<file path="config.mk">
export PLATFORM = sky130hd
export DESIGN_NAME = fetch_stage_flat
export DESIGN_NICKNAME = d
export VERILOG_FILES = /design/src/rtl/fetch_stage_if.sv /design/src/rtl/fetch_stage.sv /design/src/flat_wrapper.sv
export SDC_FILE = /design/constraint.sdc
export NUM_CORES = 1
export LEC_CHECK = 0
export BUFFER_PORTS_ARGS = -buffer_cell sky130_fd_sc_hd__clkbuf_2
export CAP_MARGIN = 10
export CORE_MARGIN = 8
export CORE_UTILIZATION = 40
export CTS_CLUSTER_SIZE = 12
export DETAILED_ROUTE_END_ITERATION = 6
export PLACE_DENSITY = 0.77
export SLEW_MARGIN = 5
export SYNTH_ARGS = -nofsm -noshare
export SYNTH_HDL_FRONTEND = slang
export SYNTH_SLANG_ARGS = --single-unit
</file>
<file path="constraint.sdc">
create_clock -name clk -period 7.68 [get_ports clk]
set_input_delay 0.768 -clock clk [delete_from_list [all_inputs] [get_ports clk]]
set_output_delay 0.768 -clock clk [all_outputs]
set_load 0.05 [all_outputs]
</file>
<file path="src/rtl/fetch_stage_if.sv">
// rtl/fetch_stage_if.sv - fetch stage control, redirect, inst_mem and IF/ID signals
interface fetch_stage_if;
   logic        stall_i;
   logic        flush_i;
   logic        halt_i;
   logic [1:0]  pc_src_i;
   logic [31:0] branch_target_i;
   logic [25:0] jump_index_i;
   logic [31:0] jr_target_i;
   logic [31:0] imem_rd_i;
   logic [31:0] imem_a_o;
   logic [31:0] ifid_instr_o;
   logic [31:0] ifid_pc4_o;
   logic        ifid_valid_o;
   logic        halted_o;
   logic        misalign_o;
   logic [31:0] fetch_cnt_o;

   modport master (
      input  stall_i, flush_i, halt_i, pc_src_i, branch_target_i, jump_index_i,
             jr_target_i, imem_rd_i,
      output imem_a_o, ifid_instr_o, ifid_pc4_o, ifid_valid_o, halted_o,
             misalign_o, fetch_cnt_o
   );

   modport slave (
      output stall_i, flush_i, halt_i, pc_src_i, branch_target_i, jump_index_i,
             jr_target_i, imem_rd_i,
      input  imem_a_o, ifid_instr_o, ifid_pc4_o, ifid_valid_o, halted_o,
             misalign_o, fetch_cnt_o
   );
endinterface

</file>
<file path="src/rtl/fetch_stage.sv">
// rtl/fetch_stage.sv - MCU instruction fetch: PC, next-PC select, IF/ID register, halt FSM
module fetch_stage #(
   parameter logic [31:0] RESET_PC = 32'h0000_0000,
   parameter logic [31:0] NOP_WORD = 32'h0000_0000
) (
   input  logic           clk,
   input  logic           reset,
   fetch_stage_if.master  bus
);

   typedef enum logic {RUN = 1'b0, HALT = 1'b1} state_t;

   state_t      state_q, state_d;
   logic [31:0] pc_q, pc_d;
   logic [31:0] instr_q, instr_d;
   logic [31:0] pc4_q, pc4_d;
   logic [31:0] cnt_q, cnt_d;
   logic        valid_q, valid_d;
   logic        mis_q, mis_d;
   logic [31:0] pc_plus4;

   assign pc_plus4 = pc_q + 32'd4;

   always_ff @(posedge clk or posedge reset) begin
      if (reset) begin
         state_q <= RUN;
         pc_q    <= RESET_PC;
         instr_q <= NOP_WORD;
         pc4_q   <= 32'd0;
         valid_q <= 1'b0;
         mis_q   <= 1'b0;
         cnt_q   <= 32'd0;
      end else begin
         state_q <= state_d;
         pc_q    <= pc_d;
         instr_q <= instr_d;
         pc4_q   <= pc4_d;
         valid_q <= valid_d;
         mis_q   <= mis_d;
         cnt_q   <= cnt_d;
      end
   end

   always_comb begin
      state_d = state_q;
      pc_d    = pc_q;
      instr_d = instr_q;
      pc4_d   = pc4_q;
      valid_d = valid_q;
      mis_d   = mis_q;
      cnt_d   = cnt_q;
      if (state_q == HALT) begin
         instr_d = NOP_WORD;
         valid_d = 1'b0;
      end else if (bus.halt_i && !bus.stall_i) begin
         // The halting edge already behaves as HALT: PC and counter freeze, IF/ID becomes a bubble.
         state_d = HALT;
         instr_d = NOP_WORD;
         valid_d = 1'b0;
      end else begin
         if (!bus.stall_i) begin
            case (bus.pc_src_i)
               2'b01: begin
                  pc_d = {bus.branch_target_i[31:2], 2'b00};
                  if (bus.branch_target_i[1:0] != 2'b00) mis_d = 1'b1;
               end
               2'b10: pc_d = {pc4_q[31:28], bus.jump_index_i, 2'b00};
               2'b11: begin
                  pc_d = {bus.jr_target_i[31:2], 2'b00};
                  if (bus.jr_target_i[1:0] != 2'b00) mis_d = 1'b1;
               end
               default: pc_d = pc_plus4;
            endcase
         end
         // Flush beats stall so a squashed slot never lingers in IF/ID.
         if (bus.flush_i) begin
            instr_d = NOP_WORD;
            valid_d = 1'b0;
         end else if (!bus.stall_i) begin
            instr_d = bus.imem_rd_i;
            pc4_d   = pc_plus4;
            valid_d = 1'b1;
            cnt_d   = cnt_q + 32'd1;
         end
      end
   end

   assign bus.imem_a_o     = pc_q;
   assign bus.ifid_instr_o = instr_q;
   assign bus.ifid_pc4_o   = pc4_q;
   assign bus.ifid_valid_o = valid_q;
   assign bus.halted_o     = (state_q == HALT);
   assign bus.misalign_o   = mis_q;
   assign bus.fetch_cnt_o  = cnt_q;

endmodule

</file>
<file path="src/flat_wrapper.sv">
// flat-port wrapper written by rule: the top's interface ports become plain ports
module fetch_stage_flat 
#(
   parameter logic [31:0] RESET_PC = 32'h0000_0000,
   parameter logic [31:0] NOP_WORD = 32'h0000_0000
)
  (clk, reset, bus_stall_i, bus_flush_i, bus_halt_i, bus_pc_src_i, bus_branch_target_i, bus_jump_index_i, bus_jr_target_i, bus_imem_rd_i, bus_imem_a_o, bus_ifid_instr_o, bus_ifid_pc4_o, bus_ifid_valid_o, bus_halted_o, bus_misalign_o, bus_fetch_cnt_o);
  fetch_stage_if bus_i ();
  input  logic clk;
  input  logic reset;
  input wire logic [$bits(bus_i.stall_i)-1:0] bus_stall_i;
  input wire logic [$bits(bus_i.flush_i)-1:0] bus_flush_i;
  input wire logic [$bits(bus_i.halt_i)-1:0] bus_halt_i;
  input wire logic [$bits(bus_i.pc_src_i)-1:0] bus_pc_src_i;
  input wire logic [$bits(bus_i.branch_target_i)-1:0] bus_branch_target_i;
  input wire logic [$bits(bus_i.jump_index_i)-1:0] bus_jump_index_i;
  input wire logic [$bits(bus_i.jr_target_i)-1:0] bus_jr_target_i;
  input wire logic [$bits(bus_i.imem_rd_i)-1:0] bus_imem_rd_i;
  output wire logic [$bits(bus_i.imem_a_o)-1:0] bus_imem_a_o;
  output wire logic [$bits(bus_i.ifid_instr_o)-1:0] bus_ifid_instr_o;
  output wire logic [$bits(bus_i.ifid_pc4_o)-1:0] bus_ifid_pc4_o;
  output wire logic [$bits(bus_i.ifid_valid_o)-1:0] bus_ifid_valid_o;
  output wire logic [$bits(bus_i.halted_o)-1:0] bus_halted_o;
  output wire logic [$bits(bus_i.misalign_o)-1:0] bus_misalign_o;
  output wire logic [$bits(bus_i.fetch_cnt_o)-1:0] bus_fetch_cnt_o;
  assign bus_i.stall_i = bus_stall_i;
  assign bus_i.flush_i = bus_flush_i;
  assign bus_i.halt_i = bus_halt_i;
  assign bus_i.pc_src_i = bus_pc_src_i;
  assign bus_i.branch_target_i = bus_branch_target_i;
  assign bus_i.jump_index_i = bus_jump_index_i;
  assign bus_i.jr_target_i = bus_jr_target_i;
  assign bus_i.imem_rd_i = bus_imem_rd_i;
  assign bus_imem_a_o = bus_i.imem_a_o;
  assign bus_ifid_instr_o = bus_i.ifid_instr_o;
  assign bus_ifid_pc4_o = bus_i.ifid_pc4_o;
  assign bus_ifid_valid_o = bus_i.ifid_valid_o;
  assign bus_halted_o = bus_i.halted_o;
  assign bus_misalign_o = bus_i.misalign_o;
  assign bus_fetch_cnt_o = bus_i.fetch_cnt_o;
  fetch_stage #(.RESET_PC(RESET_PC), .NOP_WORD(NOP_WORD)) u_core (.clk(clk), .reset(reset), .bus(bus_i));
endmodule
</file>
==> summary.md <==
| Metric | Value |
|---|---|
| Worst skew pair latency | 410 ps |
| First-pass GRT wire length | 31,700 um |
| Total Power | 0.00219 W |
| Worst-path clk slew | 60 ps |
| Met2 Use GR | 0.323 |
| Initial Util | 0.409 |
| Number of enable flip-flop cells after synthesis | 0 |
| IO Count | 260 |
| Max IR drop VDD | 0.147 mV |
| Req. time, crit path | 7980 ps |
| Resized cells post-CTS | 0 |
| Worst Tran Pin Value | 1100 ps |
| Core box area | 15,900 um2 |
| Iteration-0 DRC Markers | 374 |
| Post-DP HPWL | 14,800 um |
| Synth Flop Type | dfrtp_1 |
| Setup CP Type | reg2reg |
| Post-Route Utilization | 0.538 |
| Fin. Hold Viols | 0 |
| GRT Util Overall | 0.198 |
| Num CTS Buffers | 17 |
| Crit. End Element | flop |
| Initial DRT Pass Iterations | 5 |
| Synth area leaders | dfrtp_1 (49%), a22o_1 (5.4%), xnor2_1 (5.4%) |
| Worst Setup Start Kind | flop |
| Drt drc | 0 |
| Ys async rst share | 1.00 |
| Mean Syn Cell Area | 10.2 um2 |
| Cts hold-fix bufs | 0 |
| #FFs+latches synth | 127 |
| Fin area | 8550 um2 |
| Share of the synthesized area in the top cell type | 0.489 |
| Worst Reg-to-Reg Cells | 7 |
| Minimum clock period | 2870 ps |
| Largest net degree at the start of global routing | 81 |
| Routed WL | 20,400 um |
| Final slew viol count | 0 |
| Pwr Density | 256 nW/um2 |
| Die Wd | 143 um |
| Met3 usage | 0.0640 |
| Fmax | 348 MHz |
| Clock root buffer | clkbuf_16 |
| Placer Congestion | 0.856 |
| Grt ovf | 0 |
| Vias/cell | 5.37 |
| PortBufs | 255 |
| Nets@finish | 1,009 |
| FF+latch area | 3180 um2 |
| CP startpoint | u_core.bus.halted_o$_DFF_PP0_ |
| Multi-input logic area | 3110 um2 |
| Post-synthesis sequential area ratio | 0.489 |
| Tcrit/Tclk final | 0.374 |
| Fillers | 1,435 |
| Cell variety after synth | 52 |
| Slew margin rel. | 0.264 |
| Routed len/inst | 18.4 um |
| Final ANT Viol Nets | 0 |
| Leading area contributor after synthesis | dfrtp_1 |
| Vias in the first global route | 6,042 |
| CTS sink cnt | 127 |
| Post-synth top cells | dfrtp_1 (127), nor2_1 (64), a21oi_1 (57) |
| Htree depth | 4 |
| Mapped Cells | 639 |
| Leakage | 4.22 nW |
| Layout cells sized above 1 | 0.361 |
| Die area | 20,600 um2 |
| Area of the mapped netlist | 6500 um2 |
| Non-Filler Instances | 1,107 |
| Max-Cap Viols | 0 |
| CTS tree | built |
| Final Skew | 10.1 ps |
| Most Used Layer, Global Route | met2 |
| Vias | 5,950 |
| Rows | 46 |
| DIE HEIGHT | 143 um |
| Area growth, synth to finish | 31.5% |
| Reg-to-reg setup timing slack | 4810 ps |
| Reg-to-Reg Start | u_core.bus.halted_o$_DFF_PP0_ |
| Run status | finished clean |
| Most numerous cell in the Yosys netlist | dfrtp_1 |
| Initial antenna violation count | 0 |
| Placed Cells | 1,075 |
| CP max FO | 65 |
| Crit path DAT | 3180 ps |
| Setup-failing EPs final | 0 |
| Total Neg Setup Slack | 0 ps |
| Crit path to | u_core.bus.ifid_pc4_o[6]$_DFFE_PP0P_ |
| Placed inst area | 7930 um2 |
| CTS Buffer Depth | 2 |
| Setup Fix Bufs, Post-CTS | 0 |
| Met1 Usage GRT | 0.239 |
| Synth warn | 0 |
| Worst min-delay path category | in2async |
| RSZ-0062 raised after global routing | false |
| Critical R2R Capture | u_core.bus.ifid_pc4_o[6]$_DFFE_PP0P_ |
| # diodes | 0 |
[power breakdown]
group	switching, W	total, W	internal (W)
clock	0.000299	0.000841	0.000542
sequential	0.0000915	0.000825	0.000733
combinational	0.000375	0.000523	0.000148
total	0.000765	0.00219	0.00142
[stage by stage]
stage / hold WS [ps] / worst slack (ps)
after CTS: 427 / 4790
final: 420 / 4810
after global placement: 449 / 4420
after detailed placement: 458 / 4390
after floorplan: 753 / 3530
after global routing: 453 / 4580
[how the worst min path moves through the flow]
stage                                                       start                                      end  slack [ps]
after floorplan           u_core.bus.ifid_instr_o[31]$_DFFE_PP0P_  u_core.bus.ifid_instr_o[31]$_DFFE_PP0P_         750
after CTS                                                   reset  u_core.bus.ifid_instr_o[19]$_DFFE_PP0P_         430
final                                                       reset  u_core.bus.ifid_instr_o[20]$_DFFE_PP0P_         420
after detailed placement        u_core.bus.misalign_o$_DFFE_PP0P_        u_core.bus.misalign_o$_DFFE_PP0P_         460
after global placement          u_core.bus.misalign_o$_DFFE_PP0P_        u_core.bus.misalign_o$_DFFE_PP0P_         450
after global routing                                        reset  u_core.bus.ifid_instr_o[29]$_DFFE_PP0P_         450
[flip-flops by register name (all words and copies together) (netlist names)]
| name | cells |
|---|---|
| u_core.bus.ifid_pc4_o | 30 |
| u_core.bus.halted_o | 1 |
| u_core.bus.fetch_cnt_o | 32 |
| u_core.bus.imem_a_o | 30 |
| u_core.bus.ifid_valid_o | 1 |
| u_core.bus.misalign_o | 1 |
| u_core.bus.ifid_instr_o | 32 |
[critical path: stages (launching register included)]
cell and delay (ps):
dfrtp_1 430, or3_1 380, buf_4 260, nor2_4 590, buf_4 670, o21ai_0 180, a21oi_1 160, nor2_1 50
[final cells by class]
class                      count  area share
multi-input combinational    460       0.364
tap                          216      0.0316
inverter                      10     0.00469
sequential                   127       0.372
clock inverter                14      0.0224
clock buffer                  18      0.0502
timing repair buffer         262       0.155
[metal layers]
layer / vias up / wire length (um) / share of wire
met5: - / 0 / 0
li1: 2797 / - / -
met2: 259 / 9870 / 0.48
met4: 0 / 311 / 0.015
met1: 2870 / 8430 / 0.41
met3: 24 / 1780 / 0.087
[logic make-up after synthesis]
group / synth area share
flip-flops: 0.489
buffers and inverters: 0.0375
other: 0.000577
AND/OR/NAND/NOR: 0.157
AO/OA/AOI/OAI: 0.172
XOR/XNOR: 0.0755
multiplexers: 0.0641
adder cells (fa/ha/maj): 0.00385
[layout by cell type, fill, tap and decap left out, drive strengths merged, types with 3 or more instances in the layout]
master	n
bufinv	4
a2bb2oi	9
o221ai	4
nand3	25
nor3	7
clkbuf	273
a31oi	4
xnor2	40
nand4	19
clkinv	5
a22oi	5
a21oi	57
o22a	4
o21ai	25
dfrtp	127
and4	10
nor2	64
and2	3
inv	11
mux2	7
o21a	3
conb	4
clkinvlp	4
nand2	45
mux4	7
xor2	16
and3	12
mux2i	18
o41ai	4
buf	7
a22o	40
(Power assumes the default switching activity.)
